**config.mk**
```make
export PLATFORM = sky130hd
export DESIGN_NAME = gain_stereo_sched
export DESIGN_NICKNAME = d
export VERILOG_FILES = /design/src/rtl/gain_stereo_sched.sv
export SDC_FILE = /design/constraint.sdc
export NUM_CORES = 1
export LEC_CHECK = 0
export ABC_AREA = 1
export CAP_MARGIN = 20
export CORE_ASPECT_RATIO = 0.7
export CORE_MARGIN = 2
export CORE_UTILIZATION = 46
export DETAILED_ROUTE_END_ITERATION = 8
export PLACE_DENSITY = 0.67
export SLEW_MARGIN = 25
export SYNTH_ARGS = -nofsm -noshare
export SYNTH_HDL_FRONTEND = slang
export SYNTH_SLANG_ARGS = --single-unit
```
**constraint.sdc**
```tcl
create_clock -name clock -period 7.6 [get_ports clock]
set_clock_uncertainty 0.2 [all_clocks]
set_input_delay 1.14 -clock clock [delete_from_list [all_inputs] [get_ports clock]]
set_output_delay 1.14 -clock clock [all_outputs]
set_load 0.01 [all_outputs]
```
**src/rtl/gain_stereo_sched.sv**
```systemverilog
// Shares one signed volume multiplier between left/right channels, popping input
// FIFOs in strict L,R order and pushing saturated results to the matching output FIFO.
module gain_stereo_sched #(
    parameter int DATA_SIZE = 32,
    parameter int VOL_WIDTH = 10,
    parameter int FRAC_BITS = 8
) (
    input  logic                 clock,
    input  logic                 reset,
    input  logic                 enable,
    input  logic [VOL_WIDTH-1:0] volume,
    input  logic                 left_in_empty,
    output logic                 left_in_rd_en,
    input  logic [DATA_SIZE-1:0] left_in_dout,
    input  logic                 right_in_empty,
    output logic                 right_in_rd_en,
    input  logic [DATA_SIZE-1:0] right_in_dout,
    input  logic                 left_out_full,
    output logic                 left_out_wr_en,
    output logic [DATA_SIZE-1:0] left_out_din,
    input  logic                 right_out_full,
    output logic                 right_out_wr_en,
    output logic [DATA_SIZE-1:0] right_out_din,
    output logic [31:0]          pair_count,
    output logic                 busy,
    output logic                 clipped
);

    localparam logic [1:0] IDLE   = 2'd0;
    localparam logic [1:0] WAIT_L = 2'd1;
    localparam logic [1:0] WAIT_R = 2'd2;
    localparam int PW = DATA_SIZE + VOL_WIDTH + 1;

    logic [1:0]           r_state, w_state_nxt;
    logic [VOL_WIDTH-1:0] r_vol_pair;
    logic                 r_s1_valid, r_s1_ch;
    logic [DATA_SIZE-1:0] r_s1_data;
    logic [VOL_WIDTH-1:0] r_s1_vol;
    logic                 r_s2_valid, r_s2_ch;
    logic [DATA_SIZE-1:0] r_s2_data;
    logic [31:0]          r_pair_count;
    logic                 r_clipped;

    logic                 w_dest_full, w_adv, w_issue_l, w_issue_r;
    logic signed [PW-1:0] w_prod, w_shift;
    logic                 w_ovf;
    logic [DATA_SIZE-1:0] w_sat;

    // S2 channel tag: 0 = left, 1 = right
    assign w_dest_full = r_s2_ch ? right_out_full : left_out_full;
    assign w_adv       = ~r_s2_valid | ~w_dest_full;
    assign w_issue_l   = (r_state == WAIT_L) & enable & ~left_in_empty & w_adv;
    assign w_issue_r   = (r_state == WAIT_R) & ~right_in_empty & w_adv;

    // Both operands extended to the full product width; the true product always fits.
    assign w_prod  = {{(VOL_WIDTH+1){r_s1_data[DATA_SIZE-1]}}, r_s1_data}
                   * {{DATA_SIZE{1'b0}}, 1'b0, r_s1_vol};
    assign w_shift = w_prod >>> FRAC_BITS;
    assign w_ovf   = ~(&w_shift[PW-1:DATA_SIZE-1]) & (|w_shift[PW-1:DATA_SIZE-1]);
    assign w_sat   = w_ovf ? (w_shift[PW-1] ? {1'b1, {(DATA_SIZE-1){1'b0}}}
                                            : {1'b0, {(DATA_SIZE-1){1'b1}}})
                           : w_shift[DATA_SIZE-1:0];

    always_comb begin
        w_state_nxt = r_state;
        case (r_state)
            IDLE:    if (enable) w_state_nxt = WAIT_L;
            WAIT_L: begin
                if (!enable)        w_state_nxt = IDLE;
                else if (w_issue_l) w_state_nxt = WAIT_R;
            end
            WAIT_R:  if (w_issue_r) w_state_nxt = enable ? WAIT_L : IDLE;
            default: w_state_nxt = IDLE;
        endcase
    end

    always_ff @(posedge clock or negedge reset) begin
        if (!reset) begin
            r_state      <= IDLE;
            r_vol_pair   <= '0;
            r_s1_valid   <= 1'b0;
            r_s1_ch      <= 1'b0;
            r_s1_data    <= '0;
            r_s1_vol     <= '0;
            r_s2_valid   <= 1'b0;
            r_s2_ch      <= 1'b0;
            r_s2_data    <= '0;
            r_pair_count <= '0;
            r_clipped    <= 1'b0;
        end else begin
            r_state <= w_state_nxt;
            if (w_issue_l) r_vol_pair   <= volume;
            if (w_issue_r) r_pair_count <= r_pair_count + 32'd1;
            if (w_adv) begin
                r_s2_valid <= r_s1_valid;
                r_s2_ch    <= r_s1_ch;
                if (r_s1_valid) begin
                    r_s2_data <= w_sat;
                    if (w_ovf) r_clipped <= 1'b1;
                end
                r_s1_valid <= w_issue_l | w_issue_r;
                r_s1_ch    <= w_issue_r;
                if (w_issue_l | w_issue_r) begin
                    r_s1_data <= w_issue_l ? left_in_dout : right_in_dout;
                    r_s1_vol  <= w_issue_l ? volume : r_vol_pair;
                end
            end
        end
    end

    assign left_in_rd_en   = w_issue_l;
    assign right_in_rd_en  = w_issue_r;
    assign left_out_wr_en  = r_s2_valid & ~r_s2_ch & ~left_out_full;
    assign right_out_wr_en = r_s2_valid &  r_s2_ch & ~right_out_full;
    assign left_out_din    = r_s2_data;
    assign right_out_din   = r_s2_data;
    assign pair_count      = r_pair_count;
    assign busy            = (r_state != IDLE) | r_s1_valid | r_s2_valid;
    assign clipped         = r_clipped;

endmodule

```
Word-level counts from Yosys, hierarchy flattened
Index checks and enable logic that the tools add are counted.
{"block": "word_totals", "reg_bits": 123, "in_bits": 81, "wordCells": 59}
{"block": "op_classes", "addsub": 1, "mul": 1, "eq_ne": 5, "n_mux": 11, "n_bitwise": 22, "reduce_logical": 8}
{"op": "32-bit 2-to-1 mux", "count": 3}
{"op": "32-bit by 11-bit multiplier with 43-bit output", "count": 1}
{"op": "32-bit by 1-bit adder with 32-bit output (second input constant)", "count": 1}
{"op": "1-bit bitwise AND", "count": 10}
{"op": "10-bit 2-to-1 mux", "count": 1}
{"op": "2-bit 2-to-1 mux", "count": 4}
{"op": "1-bit inverter", "count": 8}
{"op": "2-bit case mux with 3 select lines", "count": 1}
{"op": "3-bit AND reduction", "count": 2}
{"op": "2-bit != test (second input constant)", "count": 2}
{"op": "1-bit OR", "count": 4}
{"op": "2-bit AND reduction", "count": 2}
{"op": "4-bit AND reduction", "count": 1}
{"op": "4-bit OR reduction", "count": 1}
{"op": "3-bit != test (second input constant)", "count": 1}
{"op": "2-bit by 1-bit equality test with 1-bit output (second input constant)", "count": 1}
{"op": "2-bit equality test (second input constant)", "count": 1}
{"op": "2-bit zero test", "count": 1}
{"op": "1-bit 2-to-1 mux", "count": 2}
{"op": "2-bit nonzero test", "count": 1}

Depth between registers and ports, before layout
Gate-level depths: netlist of run 1.
{"block": "logic_depth", "depth_word": 7, "mapped_depth": 31, "depth_no_buf": 28}

Worst setup path before layout of run 1
OpenSTA, ideal clock, no wires.
{"block": "synth_path", "kind": "register to register", "start": "register r_s1_vol[4]", "end": "register r_s2_data[27], in the netlist left_out_din[27]", "arrival_ns": 5.333, "required_ns": 7.281, "setup_slack_ns": 1.948, "path_stages_with_launch": 27, "path_buffers": 3, "synth_period_minus_slack_ns": 5.652, "cell_sequence": "dfrtp_1 > clkbuf_1 > clkbuf_1 > nand2_1 > fa_1 > inv_1 > fa_1 > inv_1 > fa_1 > inv_1 > fa_1 > fa_1 > ha_1 > nand2_1 > nor2_1 > inv_1 > nor2_1 > nand2_1 > nor2_1 > nand2_1 > nand4_1 > nand2_2 > nor2_1 > nand3_2 > nand2_4 > buf_6 > a21oi_2"}
{"block": "synth_via", "elab_chain_cells": 5, "word_cells_on_any_way": 7, "cone_classes": "1 x mul; 2 x mux; 2 x bitwise; 2 x reduce/logical"}
{"element": "start: declaration", "line_no": "38", "source": "logic [VOL_WIDTH-1:0] r_s1_vol;"}
{"element": "start signal: assignment", "line_no": "105", "source": "r_s1_vol <= w_issue_l ? volume : r_vol_pair;"}
{"element": "32-bit by 11-bit multiplier with 43-bit output *", "line_no": "57", "source": "* {{DATA_SIZE{1'b0}}, 1'b0, r_s1_vol};"}
{"element": "4-bit AND reduction", "line_no": "59", "source": "assign w_ovf = ~(&w_shift[PW-1:DATA_SIZE-1]) & (|w_shift[PW-1:DATA_SIZE-1]);"}
{"element": "1-bit inverter", "line_no": "59"}
{"element": "1-bit bitwise AND", "line_no": "59"}
{"element": "32-bit 2-to-1 mux *", "line_no": "60", "source": "assign w_sat = w_ovf ? (w_shift[PW-1] ? {1'b1, {(DATA_SIZE-1){1'b0}}}"}
{"element": "end signal: assignment", "line_no": "98", "source": "r_s2_data <= w_sat;"}
{"element": "end: declaration", "line_no": "40", "source": "logic [DATA_SIZE-1:0] r_s2_data;"}
Mark *: on every way between the ends. The rest lies on a longest branch, timed or not.
A chain may end at the register's enable or synchronous reset.

Final worst setup path of run 1
{"block": "layout_path", "start": "register r_s1_vol[2]", "end": "register r_s2_data[8], in the netlist left_out_din[8]"}
Same word-level chain as after synthesis.

==> qor.csv, run 1 <==
stage,metric,value,unit
yosys,"FF+latch count, synth",123,
yosys,Synth Flop Type,dfrtp_1,
timing,setup TNS,0,ps
layout,FILL cells,3810,
yosys,most common cell in the netlist,nand2_1,
drt,first drt pass iteration count,6,
cts,CTS tree,built,
timing,Worst Tran Pin Value,848.9,ps
cts,# resized after CTS,0,
timing,Final Hold Fails,0,
drt,post-route ant nets,0,
cts,Root Buffer,clkbuf_16,
critical_path,CP Cell Sequence,"buf_4, nand2_1, fa_1, inv_1, fa_1, inv_1, fa_1, inv_1, fa_1, fa_1, ha_1, nand2_1, nor2_1, nand2_1, nor3_1, nand2_2, nand3_1, nand2_2, nor2_1, nand3_2, nand2_4, a21boi_2",
timing,min Tclk post-route,6548,ps
yosys,cell taking the most area after synthesis,fa_1,
critical_path,slowest CP cell,fa_1,
grt,first-pass GRT wire length,84680,µm
flow_run,maxcap violations,0,
grt,GRT overflow,0,
critical_path,CP Data Required Time,7710,ps
floorplanning,Die Ht,172.6,µm
grt,vias in the first global route,16240,
layout,share of layout cells above drive strength 1,0.08527,
cts,CTS Hold Bufs,0,
grt,largest net degree at the start of global routing,69,
critical_path,Worst Path Max Fanout,32,
critical_path,CP Class,flip-flop to flip-flop,
floorplanning,die area,0.04224,mm²
yosys,adder-cell share of the synthesized area,0.3526,
timing,Pins Over Slew Limit,0,
drt,Routed Wire Length,49830,µm
timing,Setup-failing EPs final,0,
critical_path,RR Startpoint,r_s1_vol[2]$_DFFE_PN0P_,
layout,antenna fix cells,0,
floorplanning,standard-cell rows,61,
layout,Nets,2976,
cts,clk sink count,123,
floorplanning,io pins,183,
yosys,number of synthesized flops with an enable pin,0,
timing,unrepaired setup endpoints after global routing,false,
critical_path,critical path's most frequent cell,fa_1,
critical_path,reg2reg path depth,22,
critical_path,"slowest stage delay, CP",630,ps
drt,Post-route DRC,0,
yosys,Synth area leaders,"fa_1, dfrtp_1, nand2_1, inv_1, ha_1",
placed_design,placed cell count,3048,
yosys,compound-cell area share of the yosys netlist,0.05871,
cts,worst skew pair latency,450,ps
grt,total track usage,0.2510,
yosys,synth warn,0,
cts,CTS max path bufs,2,
critical_path,Worst EP arrival,6650,ps
yosys,mux contribution to synthesized area,0,
yosys,cell area after synthesis,0.01867,mm²
critical_path,crit start category,flip-flop,
critical_path,CP Capture Type,flip-flop,
drt,1st-iter DRT viols,1048,
floorplanning,die width,244.8,µm
critical_path,terminus of the critical flop-to-flop path,left_out_din[8]$_DFFE_PN0P_,
cts,post-CTS setup buffer count,0,
yosys,sequential share of the synthesized area,0.1649,
drt,vias post-DR,15270,
cts,H-tree Lvls,4,
layout,area grow syn2layout,13.59,%
yosys,Synth Area in XOR/XNOR,0.02768,
yosys,Async SR Flop Fraction,1.000,
critical_path,Worst setup endpoint,left_out_din[8]$_DFFE_PN0P_,
critical_path,Setup crit start,r_s1_vol[2]$_DFFE_PN0P_,
placed_design,Final HPWL DP,40150,µm
placed_design,routability cong.,0.9298,
outcome,status,"finished, final reports clean",
yosys,"Distinct cells, synth",43,
drt,Avg Vias per Cell,4.959,
timing,Fmax achieved,152.7,MHz
floorplanning,core area,0.03984,mm²
cts,CTS buffer count,17,
yosys,Avg Synthesized Cell Area,7.633,µm²
placed_design,Port Buffer Count,182,
drt,DR WL/cell,16.18,µm
timing,final worst setup slack,1052,ps
layout,Final Non-Filler Cells,3080,
critical_path,r2r setup slk,1050,ps
yosys,Post-Syn Instances,2446,
yosys,largest family of logic cells by synthesized area,adder cells,
floorplanning,Initial Util,0.4686,
yosys,syn_nets,2890,
yosys,simple-gate share of the synthesized area,0.2366,
placed_design,Setup WS pre-CTS,864.1,ps
cts,Worst-path clk slew,60,ps
timing,Slew HR,0.4341,
yosys,share of the synthesized area in the top cell type,0.2916,
grt,initial antenna violation count,0,
yosys,Post-synth top cells,"nand2_1, inv_1, fa_1, dfrtp_1, nor2_1",
timing,period utilization,0.8615,
worst_hold_path,Hold Crit Class,flip-flop to flip-flop,
timing,hold_ws,266.5,ps
-- placed cells by master (no fill, tap or decap), types with 2 or more instances in the layout --
| cell type | instances |
|---|---|
| a31oi_1 | 12 |
| nor4_1 | 2 |
| inv_1 | 585 |
| ha_1 | 91 |
| and3_1 | 3 |
| a21oi_1 | 70 |
| fa_1 | 272 |
| a21o_1 | 3 |
| or2_2 | 32 |
| buf_4 | 17 |
| nor3_4 | 2 |
| xnor2_1 | 19 |
| clkdlybuf4s50_1 | 181 |
| nand3_2 | 36 |
| xor2_1 | 40 |
| nand3_1 | 53 |
| nand3b_1 | 2 |
| nor2_4 | 6 |
| nand2_1 | 672 |
| inv_6 | 6 |
| clkinv_4 | 4 |
| o21ai_0 | 42 |
| clkbuf_16 | 17 |
| nor2_2 | 11 |
| nor2_1 | 111 |
| dfrtp_1 | 122 |
| nand4_1 | 18 |
| nand2_8 | 2 |
| o21bai_1 | 11 |
| bufinv_16 | 3 |
| nand2_4 | 4 |
| nor3_1 | 15 |
| a21oi_2 | 2 |
| nand2_2 | 22 |
| inv_2 | 18 |
| a21boi_2 | 30 |
-- worst max-delay path: cells and delay by family, from the launching register on --
| family | cells | cell delay [ps] |
|---|---|---|
| buf+inv | 4 | 740 |
| fa+ha+maj | 6 | 3120 |
| compound gates | 1 | 100 |
| simple gates | 11 | 1880 |
| flops | 1 | 340 |
-- metrics by stage --
step	utilization	instance area (µm²)
global placement	0.5166	20580
detailed placement	0.5167	20580
CTS	0.5323	21210
finish	0.5323	21210
global route	0.5323	21210
floorplan	-	18670
-- layer usage --
layer,track usage,vias to the layer above,part of all wire
li1,-,7262,-
met2,0.4038,468,0.46
met3,0.04097,59,0.059
met5,0,-,0
met1,0.3571,7485,0.46
met4,0.05640,0,0.014
-- sequential cells by signal (all words and copies together), names as in the netlist, 2 cells and up --
name,cells
left_out_din,32
pair_count,32
r_s1_data,32
r_s1_vol,10
r_vol_pair,10
r_state,2
-- worst min-delay path by stage --
stage / startpoint / end / slack (ps) / depth (start not counted)
2_1_floorplan: r_vol_pair[0]$_DFF_PN0_ / r_vol_pair[0]$_DFF_PN0_ / 240 / 2
3_3_place_gp: clipped$_DFFE_PN0P_ / clipped$_DFFE_PN0P_ / 250 / 1
3_5_place_dp: r_vol_pair[2]$_DFF_PN0_ / r_vol_pair[2]$_DFF_PN0_ / 260 / 2
4_1_cts: r_vol_pair[2]$_DFF_PN0_ / r_vol_pair[2]$_DFF_PN0_ / 270 / 2
5_1_grt: pair_count[31]$_DFFE_PN0P_ / pair_count[31]$_DFFE_PN0P_ / 300 / 1
6_report: clipped$_DFFE_PN0P_ / clipped$_DFFE_PN0P_ / 270 / 1
-- logic make-up after synthesis --
kind of cell,count (synthesis)
and+or+nand+nor,996
buffers and inverters,735
adders and majority gates,363
AOI/OAI and AO/OA,170
DFF,123
xor gates and xnor gates,59
-- area by class of cell --
type	instances	area, µm²	area share
clock buffers	18	439.2	0.02071
clock inverters	14	182.7	0.008614
inverters	604	2267	0.1069
multi-input cells	1588	12630	0.5956
flip-flops and latches	123	3079	0.1452
well taps	535	669.4	0.03156
repair buffers	198	1939	0.09145
Power of run 1 is left out: the tool's default activity adds up to more than one toggle a clock period on the data nets, which glitch-free logic cannot reach.
==> run 2, diff against run 1 <==
--- a/config.mk
+++ b/config.mk
@@ -8,7 +8,7 @@
 export ABC_AREA = 1
 export CAP_MARGIN = 20
 export CORE_ASPECT_RATIO = 0.7
-export CORE_MARGIN = 2
+export CORE_MARGIN = 4
 export CORE_UTILIZATION = 46
 export DETAILED_ROUTE_END_ITERATION = 8
 export PLACE_DENSITY = 0.67
==> run 2 against run 1 <==
Net effect: critical path depth up 2; sequential share of layout area about the same; die area up 4.0%; clock-buffer cell count up 1; global-route usage down 1.9 points; sequential cell count unchanged; routed wire length down 0.94%; cell count about the same; register-to-register slack better by 20 ps; first-iteration DRC count up 3.2%; via count down 0.24%; largest cell class unchanged; highest routed layer unchanged.
==> qor.csv, run 2 (synthesis gave the netlist of run 1 again) <==
stage,metric,value,unit
critical_path,Worst Path Max Fanout,32,
layout,share of layout cells above drive strength 1,0.08340,
drt,Routed Wire Length,49360,µm
critical_path,"slowest stage delay, CP",640,ps
grt,GRT overflow,0,
grt,total track usage,0.2320,
placed_design,Final HPWL DP,40060,µm
drt,1st-iter DRT viols,1082,
drt,Routed met1 length,22970,µm
floorplanning,die width,248.8,µm
drt,highest metal used,met4,
critical_path,crit start category,flip-flop,
drt,first drt pass iteration count,7,
layout,most frequent cells in the layout,"nand2_1, inv_1, fa_1",
placed_design,Post-DP Area,0.02059,mm²
floorplanning,standard-cell rows,61,
timing,Setup-failing EPs final,0,
layout,post-route core utilization,0.5304,
timing,min Tclk post-route,6528,ps
drt,vias post-DR,15240,
critical_path,slowest CP cell,fa_1,
cts,CTS max path bufs,2,
drt,DR WL/cell,16.04,µm
floorplanning,core area,0.03992,mm²
floorplanning,Initial Util,0.4677,
grt,vias in the first global route,15550,
placed_design,routability cong.,0.9509,
floorplanning,Die Ht,176.6,µm
timing,final worst setup slack,1072,ps
placed_design,Port Buffer Count,182,
timing,setup TNS,0,ps
cts,# resized after CTS,0,
flow_run,maxcap violations,0,
critical_path,critical path's most frequent cell,fa_1,
timing,Fmax achieved,153.2,MHz
timing,period utilization,0.8590,
timing,Slew HR,0.4404,
outcome,status,"finished, final reports clean",
layout,post-route cell area,0.02117,mm²
cts,Worst-path clk slew,60,ps
critical_path,CP Cell Sequence,"buf_4, nand2_1, fa_1, inv_1, fa_1, inv_1, fa_1, inv_1, fa_1, fa_1, ha_1, nand2_1, nor2_1, inv_1, nor2_1, nand2_1, nor2_1, nand2_1, nand4_1, nand2_2, nor2_1, nand3_2, nand2_4, a21boi_2",
cts,CTS Hold Bufs,0,
cts,CTS tree,built,
critical_path,CP Class,flip-flop to flip-flop,
critical_path,CP Data Required Time,7690,ps
drt,post-route ant nets,0,
cts,Root Buffer,clkbuf_16,
layout,antenna fix cells,0,
timing,Final Hold Fails,0,
drt,met3 routed WL,2821,µm
floorplanning,io pins,183,
placed_design,Setup WS pre-CTS,898.9,ps
cts,CTS buffer count,17,
grt,first-pass GRT wire length,82150,µm
drt,Avg Vias per Cell,4.952,
worst_hold_path,Hold Crit Class,flip-flop to flip-flop,
grt,largest net degree at the start of global routing,64,
layout,area grow syn2layout,13.40,%
timing,Pins Over Slew Limit,0,
drt,Post-route DRC,0,
cts,H-tree Lvls,4,
timing,unrepaired setup endpoints after global routing,false,
layout,Nets,2975,
floorplanning,die area,0.04393,mm²
timing,Worst Tran Pin Value,839.4,ps
drt,met2 WL,22970,µm
layout,"commonest non-fill, non-tap cell in the layout",nand2_1,
critical_path,CP Capture Type,flip-flop,
grt,initial antenna violation count,0,
critical_path,Worst EP arrival,6620,ps
cts,post-CTS setup buffer count,0,
cts,clk sink count,123,
cts,worst skew pair latency,440,ps
[run 2: critical path, delay by kind of cell, from the launching register on]
family / cells / cell delay [ps]
DFF: 1 / 340
and+or+nand+nor: 12 / 1770
adders and majority gates: 6 / 3130
AOI/OAI and AO/OA: 1 / 100
buffers and inverters: 5 / 790
[run 2: worst paths after layout]
check | slack [ps] | end | startpoint | cells past startpoint
hold reg to reg | 270 | r_vol_pair[5]$_DFF_PN0_ | r_vol_pair[5]$_DFF_PN0_ | 2
setup reg to reg | 1070 | left_out_din[4]$_DFFE_PN0P_ | r_s1_vol[2]$_DFFE_PN0P_ | 24
hold / removal | 270 | r_vol_pair[5]$_DFF_PN0_ | r_vol_pair[5]$_DFF_PN0_ | 2
setup / recovery | 1070 | left_out_din[4]$_DFFE_PN0P_ | r_s1_vol[2]$_DFFE_PN0P_ | 24
max in group asynchronous | 5290 | pair_count[8]$_DFFE_PN0P_ | reset | 2
min in group asynchronous | 570 | r_state[0]$_DFFE_PN0P_ | reset | 1
[run 2: per-layer routing]
metal	up-vias	track usage
met1	7513	0.3336
met5	-	0
met4	0	0.04391
met2	434	0.3786
li1	7244	-
met3	46	0.03652
[run 2: through the flow]
stage          instances  hold WS, ps
6_report            3077        266.5
5_1_grt             3077        280.9
4_1_cts             3077        269.8
3_5_place_dp        3047        254.6
3_3_place_gp        3047        249.3
2_1_floorplan       2446        237.4
[run 2: layout make-up]
cell class / count / area (µm²)
clock buffers: 19 / 432.9
clock inverters: 11 / 148.9
fillers: 3730 / 18740
inverters: 604 / 2267
multi-input cells: 1588 / 12630
flip-flops and latches: 123 / 3079
well taps: 535 / 669.4
repair buffers: 197 / 1944
Power of run 2 is left out for the same reason.
==> patch 1: new RTL, flow settings as in run 2 <==
Set the parameter `VOL_WIDTH` to 5 (it was 10).
--- a/src/rtl/gain_stereo_sched.sv
+++ b/src/rtl/gain_stereo_sched.sv
@@ -3,5 +3,5 @@
 module gain_stereo_sched #(
     parameter int DATA_SIZE = 32,
-    parameter int VOL_WIDTH = 10,
+    parameter int VOL_WIDTH = 5,
     parameter int FRAC_BITS = 8
 ) (
Interface: changed (resized volume); port bits go from 183 to 178. The function was not compared with the original's and may differ.
==> patch 1 against run 2 <==
Sequential cell count fell by 13; synthesized area is 42% lower; global-route usage is 0.55 points higher; setup slack improved by 1.8 ns; routed wire length decreased by 39%; synthesized cell count fell by 38%; utilization is 3.5 points higher; design area fell by 39%; first-iteration DRC count is 38% lower.
Power is left out: the tool's default activity adds up to more than one toggle a clock period on the data nets, which glitch-free logic cannot reach.
==> patch 1: results <==
set metrics [dict create \
    grt_usage 0.237 \
    grt_pass1_wl_mm 49.8 \
    grt.met3_usage 0.0344 \
    grt_pass1_vias 9629 \
    io_buffers 176 \
    yosysWarnings 0 \
    synth_nets 1727 \
    drtIter0Drc 676 \
    dp_cells 1932 \
    cts_max_path_buffers 2 \
    post_drt_wl_per_cell_um 15.4 \
    antenna_found_initial 1 \
    rrSetupSlack_ns 2.89 \
    reg2reg_to "left_out_din[25]" \
    async_flop_share 1.00 \
    drive_above_1_share 0.0293 \
    ff2ff_path_depth 16 \
    synth_area_leaders "dfrtp_1 (25%), fa_1 (18%), nand2_1 (15%)" \
    yosysUniqueCellTypes 41 \
    seq_area_frac_synth 0.252 \
    htree_num_levels 3 \
    place.gp.congestion 0.985 \
    post_cts_resized 0 \
    worstPathArrival_ns 4.78 \
    run_status "completed" \
    avgSynthCellArea_um2 7.21 \
    first_pass_iters 6 \
    nets 1845 \
    hold_path.class "reg2reg" \
    grt_max_degree 69 \
    maxUsedRoutingLayer "met5" \
    diodes 0 \
    cts_root_buffer "clkbuf_16" \
    wl_mm 29.9 \
    cp_max_fo 33 \
    crit_family "adder cells" \
    worstReg2RegStart "r_s1_vol[3]" \
    hpwlAfterDp_mm 23.9 \
    crit_slowest_cell "dfrtp_2" \
    synth_common_cells "nand2_1 (432), inv_1 (326), dfrtp_1 (110)" \
    nFillCells 2182 \
    critPathMaxStageDelay_ns 0.78 \
    hold_path_end "r_vol_pair[4]" \
    whs_path_depth 2 \
    wl_met1_mm 14.4 \
    avgViaCountPerCell 4.99 \
    dr_wl_met3_mm 1.83 \
    use_met2 0.369 \
    insertion_delay_ns 0.37 \
    clk_pin_slew_worst_paths_ns 0.09 \
    slew-limit-headroom 0.432 \
    min_from "r_vol_pair[4]" \
    post-cts-setup-buffers 0 \
    cts_buffers 9 \
    met1_usage 0.364 \
    route.met2.wl_mm 13.4 \
]
[patch 1: tightest hold or removal path: stages, from the launching register on]
cell and delay, ns:
dfrtp_1 0.33, nand2_1 0.06, nand2_1 0.05
[patch 1: worst max path at each step]
stage | cells after the start | startpoint | end
5_1_grt | 16 | r_s1_vol[3] | left_out_din[25]
6_report | 16 | r_s1_vol[3] | left_out_din[25]
2_1_floorplan | 19 | r_s1_vol[3] | left_out_din[12]
3_5_place_dp | 18 | r_s1_vol[3] | left_out_din[28]
4_1_cts | 16 | r_s1_vol[3] | left_out_din[22]
3_3_place_gp | 16 | r_s1_vol[4] | left_out_din[25]
[patch 1: kinds of logic (layout without fill, tap and decap cells)]
logic type                 after synthesis  after routing  synth area share
AOI/OAI and AO/OA                      165            165            0.0810
xor gates and xnor gates                45             45            0.0361
adders and majority gates              138            138             0.227
buffers and inverters                  402            525             0.152
DFF                                    110            110             0.252
other                                    1              1          0.000344
and+or+nand+nor                        652            652             0.251
[patch 1: layout make-up]
| class | count | area, µm² | share of cell area |
|---|---|---|---|
| inverters | 327 | 1230 | 0.0945 |
| flip-flops and latches | 110 | 2760 | 0.212 |
| clock buffers | 9 | 225 | 0.0173 |
| multi-input cells | 1001 | 6500 | 0.500 |
| repair buffers | 182 | 1800 | 0.139 |
| clock inverters | 7 | 87.6 | 0.00674 |
| well taps | 312 | 390 | 0.0300 |
[patch 1: stage by stage]
step            util  setup WS (ns)  instance area (µm²)  hold slack (ns)
3_3_place_gp   0.552           2.66                12700            0.249
4_1_cts        0.566           2.60                13000            0.274
6_report       0.566           2.89                13000            0.272
5_1_grt        0.566           2.62                13000            0.299
3_5_place_dp   0.552           2.62                12700            0.255
2_1_floorplan      -           3.53                10900            0.237
==> patch 2: new RTL, config.mk and constraints of run 2 <==
Without the edit above. Put one more register stage on the output `pair_count`, without a reset. The value now appears one clock later. The other outputs are not delayed to match.
--- a/src/rtl/gain_stereo_sched.sv
+++ b/src/rtl/gain_stereo_sched.sv
@@ -115,5 +115,7 @@
     assign left_out_din    = r_s2_data;
     assign right_out_din   = r_s2_data;
-    assign pair_count      = r_pair_count;
+    always_ff @(posedge clock) begin
+        pair_count <= r_pair_count;
+    end
     assign busy            = (r_state != IDLE) | r_s1_valid | r_s2_valid;
     assign clipped         = r_clipped;
Formal check against the unedited RTL: not equivalent (a bounded check fails within 4 cycles, from zero or initial values and one cycle with reset low).
==> patch 2 against run 2 <==
Routed wire length barely moved; sequential cell count rose by 32; design area rose by 0.36%; synthesized area barely moved; highest routed layer unchanged; non-clock buffer count rose by 5; setup slack got worse by 0.46 ns; critical endpoint is now left_out_din[28]; die area barely moved; via count fell by 0.77%.
Power is not shown: default switching activity piles up to over one toggle a cycle in this logic, so the estimate is an artifact.
==> patch 2: results <==
set metrics [dict create \
    nFillCells 3845 \
    ant_nets 0 \
    first_pass_iters 5 \
    clk_pin_slew_worst_paths_ns 0.07 \
    design_area_um2 21200 \
    worstPathArrival_ns 7.12 \
    worst_pin_slew_ns 0.973 \
    synth_compound_area_frac 0.0564 \
    synth_xor_area_frac 0.0291 \
    drtIter0Drc 912 \
    avgViaCountPerCell 4.94 \
    synth_common_cells "nand2_1 (679), inv_1 (584), fa_1 (272)" \
    grt_usage 0.234 \
    ff2ff_path_depth 23 \
    cp_max_fo 22 \
    run_status "completed" \
    hpwlAfterDp_mm 40.2 \
    synthAdderAreaFrac 0.352 \
    grt_pass1_wl_mm 83.3 \
    async_flop_share 0.794 \
    synth_nets 2867 \
    nets 2959 \
    post_drt_wl_per_cell_um 16.1 \
    period_share 0.920 \
    place.gp.congestion 0.919 \
    yosysUniqueCellTypes 38 \
    drive_above_1_share 0.0597 \
    worstReg2RegStart "r_s1_vol[5]" \
    place_ws_ns 0.690 \
    reg2reg_to "left_out_din[28]" \
    synth_area_leaders "fa_1 (29%), dfrtp_1 (16%), nand2_1 (14%)" \
    seq_area_frac_synth 0.199 \
    antenna_found_initial 0 \
    rrSetupSlack_ns 0.61 \
    grt_pass1_vias 16100 \
]
patch 2: cell count changes in the layout (fill, tap and decap cells not counted), sizes merged, moves of 3 or more:
cell / run 2 / this run
nand2: 700 / 694
a21boi: 30 / 1
a21o: 3 / 0
xnor2: 19 / 23
buf: 16 / 21
bufinv: 3 / 0
inv: 603 / 595
a21oi: 72 / 106
clkinvlp: 3 / 0
nand3: 89 / 46
dfxtp: 0 / 32
nor3: 18 / 25
patch 2: stage by stage:
stage | hold WS [ns] | cells
4_1_cts | 0.193 | 3063
3_3_place_gp | 0.179 | 3031
2_1_floorplan | 0.165 | 2423
5_1_grt | 0.206 | 3063
3_5_place_dp | 0.176 | 3031
6_report | 0.196 | 3063
patch 2: cell type report:
type                    count  share of cell area
flip-flops and latches    155               0.175
repair buffers            202              0.0927
well taps                 535              0.0315
clock buffers              17              0.0200
inverters                 586               0.104
multi-input cells        1553               0.570
clock inverters            15             0.00701
patch 2: cell families (layout without fill, tap and decap cells):
kind of cell / after synthesis / count (layout)
XOR/XNOR: 62 / 62
adder cells (fa/ha/maj): 363 / 363
flip-flops: 155 / 155
buffers and inverters: 715 / 820
AO/OA/AOI/OAI: 175 / 175
AND/OR/NAND/NOR: 953 / 953
patch 2: worst min path at each step:
stage / from / end / slack, ns / depth (start not counted)
2_1_floorplan: r_pair_count[31] / pair_count[31] / 0.17 / 0
6_report: r_pair_count[31] / pair_count[31] / 0.20 / 0
4_1_cts: r_pair_count[31] / pair_count[31] / 0.19 / 0
5_1_grt: r_pair_count[31] / pair_count[31] / 0.21 / 0
3_5_place_dp: r_pair_count[31] / pair_count[31] / 0.18 / 0
3_3_place_gp: r_pair_count[31] / pair_count[31] / 0.18 / 0
patch 2: layer usage:
metal | GRT usage | part of all wire
met5 | 0 | 0
met4 | 0.0453 | 0.015
met3 | 0.0439 | 0.069
met2 | 0.386 | 0.47
met1 | 0.330 | 0.45
patch 2: critical path, cell delays in order, from the launching register on:
cell     delay (ns)
dfrtp_1        0.98
buf_4          0.30
nand2_1        0.11
fa_1           0.58
inv_1          0.12
fa_1           0.51
inv_1          0.05
fa_1           0.49
inv_1          0.06
fa_1           0.50
fa_1           0.51
ha_1           0.40
nand2_1        0.13
nor2_1         0.20
nand2_1        0.10
nor2_1         0.15
nand3_1        0.18
nand3_1        0.15
nand2_1        0.06
nand2_1        0.09
nand3_2        0.10
a21oi_4        0.50
buf_4          0.32
a21oi_2        0.07
